$ cat config.mk
export PLATFORM = sky130hd
export DESIGN_NAME = keypoint_window_scheduler
export DESIGN_NICKNAME = d
export VERILOG_FILES = /design/src/rtl/keypoint_window_scheduler.sv
export SDC_FILE = /design/constraint.sdc
export NUM_CORES = 1
export LEC_CHECK = 0
export ABC_AREA = 0
export CORE_ASPECT_RATIO = 0.5
export CORE_MARGIN = 3
export CORE_UTILIZATION = 56
export DETAILED_ROUTE_END_ITERATION = 12
export PLACE_DENSITY = 0.85
export SLEW_MARGIN = 10
export SYNTH_ARGS = -nofsm -noshare
export SYNTH_HDL_FRONTEND = slang
export SYNTH_SLANG_ARGS = --single-unit
export TNS_END_PERCENT = 10
$ cat constraint.sdc
create_clock -name clk -period 3.3 [get_ports clk]
set_input_delay 0.66 -clock clk [delete_from_list [all_inputs] [get_ports clk]]
set_output_delay 0.66 -clock clk [all_outputs]
set_load 0.02 [all_outputs]
$ cat src/rtl/keypoint_window_scheduler.sv
// keypoint_window_scheduler: 3x3 tap read sequencer and window handshake for the DoG extrema detector
module keypoint_window_scheduler #(
  parameter int N = 480,
  parameter int M = 320,
  parameter int ADDR_W = 18,
  parameter int MEM_LAT = 1
) (
  input  logic              clk,
  input  logic              rst,
  input  logic              start,
  input  logic              frame_ready,
  input  logic              abort,
  output logic              rd_en,
  output logic [ADDR_W-1:0] rd_addr,
  output logic              cap_en,
  output logic [3:0]        cap_idx,
  output logic              win_valid,
  input  logic              win_ready,
  output logic [9:0]        ctr_row,
  output logic [9:0]        ctr_col,
  output logic              busy,
  output logic              done
);
  typedef enum logic [2:0] {IDLE, FETCH, WAIT, PRESENT, DONE} state_t;
  localparam logic [9:0] LAST_ROW = 10'(N - 2);
  localparam logic [9:0] LAST_COL = 10'(M - 2);
  localparam logic [ADDR_W-1:0] ROW_STEP = ADDR_W'(M - 2);
  localparam logic [ADDR_W-1:0] ONE = ADDR_W'(1);
  localparam logic [ADDR_W-1:0] WRAP_STEP = ADDR_W'(3);
  localparam logic [2:0] WAIT_LAST = 3'(MEM_LAT - 1);
  state_t state, state_nxt;
  logic [3:0] tap;
  logic [1:0] q;
  logic [2:0] wcnt;
  logic [ADDR_W-1:0] addr, base, nbase;
  logic [9:0] row, col;
  logic [4:0] pipe [MEM_LAT];
  logic go, kill, hs, eol, last;
  assign go = state == IDLE && start && frame_ready;
  assign kill = abort && state != IDLE;
  assign hs = state == PRESENT && win_ready && !kill;
  assign eol = col == LAST_COL;
  assign last = eol && row == LAST_ROW;
  assign nbase = base + (eol ? WRAP_STEP : ONE);
  assign rd_en = state == FETCH;
  assign rd_addr = addr;
  assign win_valid = state == PRESENT;
  assign busy = state != IDLE;
  assign done = state == DONE;
  assign ctr_row = row;
  assign ctr_col = col;
  assign cap_en = pipe[MEM_LAT-1][4];
  assign cap_idx = pipe[MEM_LAT-1][3:0];
  // next-state logic; abort from any active state wins over everything else
  always_comb begin
    state_nxt = state;
    case (state)
      IDLE:    state_nxt = go ? FETCH : IDLE;
      FETCH:   state_nxt = tap == 4'd8 ? WAIT : FETCH;
      WAIT:    state_nxt = wcnt == WAIT_LAST ? PRESENT : WAIT;
      PRESENT: state_nxt = win_ready ? (last ? DONE : FETCH) : PRESENT;
      default: state_nxt = IDLE;
    endcase
    if (kill) state_nxt = IDLE;
  end
  // state register
  always_ff @(posedge clk or posedge rst)
    if (rst) state <= IDLE;
    else state <= state_nxt;
  // centre position, tap counters and incremental address generation
  always_ff @(posedge clk or posedge rst)
    if (rst) begin
      row <= 10'd1;
      col <= 10'd1;
      tap <= 4'd0;
      q <= 2'd0;
      wcnt <= 3'd0;
      addr <= '0;
      base <= '0;
    end else if (go) begin
      row <= 10'd1;
      col <= 10'd1;
      tap <= 4'd0;
      q <= 2'd0;
      addr <= '0;
      base <= '0;
    end else if (state == FETCH) begin
      tap <= tap == 4'd8 ? 4'd0 : tap + 4'd1;
      q <= q == 2'd2 ? 2'd0 : q + 2'd1;
      if (tap != 4'd8) addr <= addr + (q == 2'd2 ? ROW_STEP : ONE);
      wcnt <= 3'd0;
    end else if (state == WAIT) begin
      wcnt <= wcnt + 3'd1;
    end else if (hs && !last) begin
      row <= eol ? row + 10'd1 : row;
      col <= eol ? 10'd1 : col + 10'd1;
      base <= nbase;
      addr <= nbase;
    end
  // capture strobe pipeline matching the memory read latency
  always_ff @(posedge clk or posedge rst)
    if (rst) begin
      for (int i = 0; i < MEM_LAT; i++) pipe[i] <= 5'd0;
    end else begin
      pipe[0] <= kill ? 5'd0 : {rd_en, rd_en ? tap : 4'd0};
      for (int i = 1; i < MEM_LAT; i++) pipe[i] <= kill ? 5'd0 : pipe[i-1];
    end
endmodule
After elaboration in Yosys (flattened, before gate mapping)

Cells that the tools add are included.

Input bits: 6
Word-level logic and storage cells: 87
Bits in registers: 73

Eq/ne operators: 13
Reductions and logical operators: 21
$add $sub $neg: 7
Bitwise operators: 1
Muxes and demuxes: 36

Operator list:

| cell                  | number |
|---|---|
| $mux 18               | 7 |
| $mux 10               | 10 |
| $add 10x1->10 const B | 2 |
| $eq 10x9->1 const B   | 2 |
| $add 18x2->18         | 1 |
| $add 18x9->18         | 1 |
| $mux 4                | 4 |
| $mux 3                | 5 |
| $pmux 3 s4            | 1 |
| $mux 2                | 5 |
| $mux 9                | 1 |
| $reduce_bool 2->1     | 4 |
| $logic_and 1x1->1     | 7 |
| $eq 3x2->1 const B    | 2 |
| $logic_not 3->1       | 2 |
| $reduce_and 3->1      | 2 |
| $reduce_bool 3->1     | 2 |
| $mux 5                | 1 |
| $add 4x1->4 const B   | 1 |
| $eq 4x4->1 const B    | 1 |
| $ne 4x4->1 const B    | 1 |
| $reduce_and 4->1      | 1 |
| $add 3x1->3 const B   | 1 |
| $eq 3x1->1 const B    | 1 |
| 11 further kinds      | 13 |

Longest topological paths before layout

Word-level depth: 9
Gate-level depth with buffers: 11
Mapped depth without buffers: 11

Least setup slack after synthesis

OpenSTA, ideal clock, no wires.

Path kind: reg2reg
Start point: reg q[0]
End point: reg addr[17] (netlist: rd_addr[17])
Cell stages (with the launch flop): 11
Buffers on the path: 1
Arrival: 2926 ps
Setup slack: 250 ps
Path through: dfrtp_1 > and2b_1 > inv_1 > clkbuf_1 > ha_1 > nand2_1 > or4_4 > a221oi_4 > nand4_1 > mux2_1 > a211o_1

Word-level cells in the longest chain between the ends: 6

Ends and longest elaborated chain:

| what                   | line | RTL |
|---|---|---|
| start, declared        | 33   | `logic [1:0] q;` |
| start signal, assigned | 89   | `q <= q == 2'd2 ? 2'd0 : q + 2'd1;` |
| $eq 2x2->1             | 90   | `if (tap != 4'd8) addr <= addr + (q == 2'd2 ? ROW_STEP : ONE);` |
| $mux 9                 | 90   |  |
| $add 18x9->18          | 90   |  |
| $mux 18                | 90   |  |
| $mux 18                | 87   | `end else if (state == FETCH) begin` |
| $mux 18                | 80   | `end else if (go) begin` |
| end signal, assigned   | 90   |  |
| end signal, assigned   | 98   | `addr <= nbase;` |
| end, declared          | 35   | `logic [ADDR_W-1:0] addr, base, nbase;` |

No other way between the ends. The select of a mux whose other input is x is not followed.
A chain may end at the register's enable or synchronous reset.

Worst setup path in the final report

Ends and elaborated chain as after synthesis.

==> metrics.md <==
| Metric | Value |
|---|---|
| Synth cell types | `62` |
| Max incr delay on CP | `0.56 ns` |
| Fin. Hold Viols | `0` |
| Combinational share of power | `0.207` |
| Initial Util | `0.610` |
| Psw | `0.720 mW` |
| Internal power | `1.66 mW` |
| Setup Viol. Count Final | `0` |
| TritonCTS buffer count | `9` |
| Clock power frac | `0.369` |
| Least-Margin Pin Slew | `1.22 ns` |
| WL final | `10.7 mm` |
| Worst-skew pair later-pin latency | `0.34 ns` |
| # rows | `21` |
| Clock transition at path regs | `0.05 ns` |
| # Post-CTS Setup Buffers | `0` |
| Layout overhead on the synthesized area | `20.7%` |
| Die X | `130 µm` |
| Crit Path Class | `flop to flop` |
| Seq pwr share | `0.423` |
| CTS Hold Bufs | `0` |
| Via count | `3921` |
| H-tree Lvls | `3` |
| DRT Pass-1 Iters | `5` |
| Pleak | `2.31 nW` |
| Synth Instances | `492` |
| Final Skew | `0.00567 ns` |
| Post-DP HPWL | `7.40 mm` |
| Routed length per instance | `16.7 µm` |
| Worst EP arrival | `3.18 ns` |
| Max Buffers Root-to-Sink | `2` |
| Clk sink count | `73` |
| CTS resizes | `0` |
| MaxCap Viol Count | `0` |
| Core footprint | `0.00707 mm²` |
| CP required | `3.52 ns` |
| Cell Area, Synth | `0.00431 mm²` |
| Residual DRC | `0` |
| Ys Warns | `0` |
| Peak Freq | `0.337 GHz` |
| Vias in the first global route | `3765` |
| Top post-synthesis cells by area | `dfrtp_1, nor2_1, o21ai_0` |
| Sequential fraction of the synthesis area | `0.424` |
| Switching share of power | `0.302` |
| Io pins | `53` |
| GP Congestion | `0.917` |
| ANT nets after route | `0` |
| DR vias/cell | `6.14` |
| Port bufs | `52` |
| Layout cells sized above 1 | `0.0640` |
| Outcome | `complete, no violations` |
| Worst vdd ir | `0.253 mV` |
| Chip height | `68.0 µm` |
| Ant diodes | `0` |
| Pin count of the biggest net entering global routing | `52` |
| Root buffer cell | `clkbuf_16` |
| Critical Path End Type | `flop` |
| Tcrit/Tclk final | `0.898` |
| Syn Area/Cell | `8.76 µm²` |
| Global-route wire length before repair | `18.0 mm` |
| Final nets | `560` |
| Tmin final | `2.96 ns` |
| Post-Syn Nets | `510` |
| Final setup TNS | `0 ns` |
| Max FO, Critical Path | `8` |
| Slowest cell on crit path | `or4_4` |
| Synth top area share | `0.412` |
| Max-slew violation count | `0` |
| Initial antenna violation count | `0` |
| RSZ-0062 raised after global routing | `false` |
| Power Dens Cells | `458 mW/mm²` |
| Minimum hold slack | `0.500 ns` |
| HP Class | `flop to flop` |
| Cell taking the most area after synthesis | `dfrtp_1` |
| GRT overflow | `0` |
| EDFF count, synth | `0` |
| Most frequent cells in the layout | `dfrtp_1, nor2_1, clkdlybuf4s50_1` |
| Top FF cell, synth | `dfrtp_1` |
| Kind of start point of the critical path | `flop` |
| Total Die Area | `0.00885 mm²` |
| Ys async rst share | `1.00` |
| CTS tree | `yes` |
| Initial drt markers | `366` |
| Slew HR | `0.181` |
| Overall routing resource usage | `0.260` |
| FF+latch count, synth | `73` |
| Crit-path cells | `and2b_1, inv_1, ha_1, nand2_1, or4_4, a221oi_4, nand4_1, mux2_1, a211o_1` |
| Commonest non-fill, non-tap cell in the layout | `dfrtp_1` |
synth_stat cells (13+ instances only):
master,count
dfrtp_1,71
nor3_1,20
nand3_1,16
o21ai_0,40
xor2_1,22
and3_1,13
nand2_1,46
a21oi_1,19
xnor2_1,15
inv_1,18
clkbuf_1,17
nor2_1,61
through the flow:
step	setup WS (ns)	power (mW)	std cells	util	instance area, µm²
after CTS	0.352	2.39	639	0.736	5200
after global placement	0.393	1.49	623	0.699	4940
after floorplan	0.250	1.36	492	-	4310
after detailed placement	0.376	1.51	623	0.699	4940
final	0.337	2.38	639	0.736	5200
after global routing	0.244	2.49	639	0.736	5200
path summary, 6_finish.rpt:
| kind | startpoint | end | cells after the start | slack [ns] |
|---|---|---|---|---|
| setup / recovery | q[0] | rd_addr[17] | 9 | 0.34 |
| hold / removal | base[17] | base[17] | 1 | 0.50 |
| setup reg to reg | q[0] | rd_addr[17] | 9 | 0.34 |
| hold reg to reg | base[17] | base[17] | 1 | 0.50 |
| max in group asynchronous | rst | ctr_col[4] | 3 | 1.98 |
| min in group asynchronous | rst | ctr_row[5] | 2 | 0.67 |
critical path, delay by kind of cell, from the launching register on:
kind / cells / cell delay, ns
AND/OR/NAND/NOR: 4 / 1.09
AO/OA/AOI/OAI: 2 / 0.70
flip-flops: 1 / 0.39
multiplexers: 1 / 0.34
adder cells (fa/ha/maj): 1 / 0.23
buffers and inverters: 1 / 0.09
power by group through the flow:
stage,clock network [mW],logic (mW),registers [mW]
CTS,0.892,0.490,1.01
detailed placement,0,0.486,1.02
floorplan,0,0.343,1.02
global placement,0,0.470,1.02
global route,0.928,0.545,1.02
finish,0.880,0.494,1.01
final cells by class:
cell class,instances,area (µm²)
tap,92,115
multi-input combinational,375,2310
timing repair buffer,63,616
inverter,20,75.1
sequential,73,1830
fill,549,1870
clock buffer,16,262
routing by layer:
metal	part of all wire	wire (µm)	global-route usage	up-vias
li1	-	-	-	1860
met1	0.47	4990	0.357	1884
met2	0.45	4850	0.411	157
met3	0.067	717	0.0686	20
met4	0.012	132	0.0738	0
met5	0	0	0	-
flip-flops by register name (all words and copies together) (netlist names):
signal and cells:
base 18, ctr_col 10, ctr_row 10, pipe 5, q 2, rd_addr 18
state 3, tap 4, wcnt 3
kinds of logic after synthesis:
kind of cell | after synthesis | share of synthesized area
adders and majority gates | 12 | 0.0366
buffers and inverters | 44 | 0.0418
AOI/OAI and AO/OA | 121 | 0.183
xor gates and xnor gates | 37 | 0.0752
muxes | 5 | 0.0122
and+or+nand+nor | 200 | 0.227
DFF | 73 | 0.424
(Power assumes the default switching activity.)
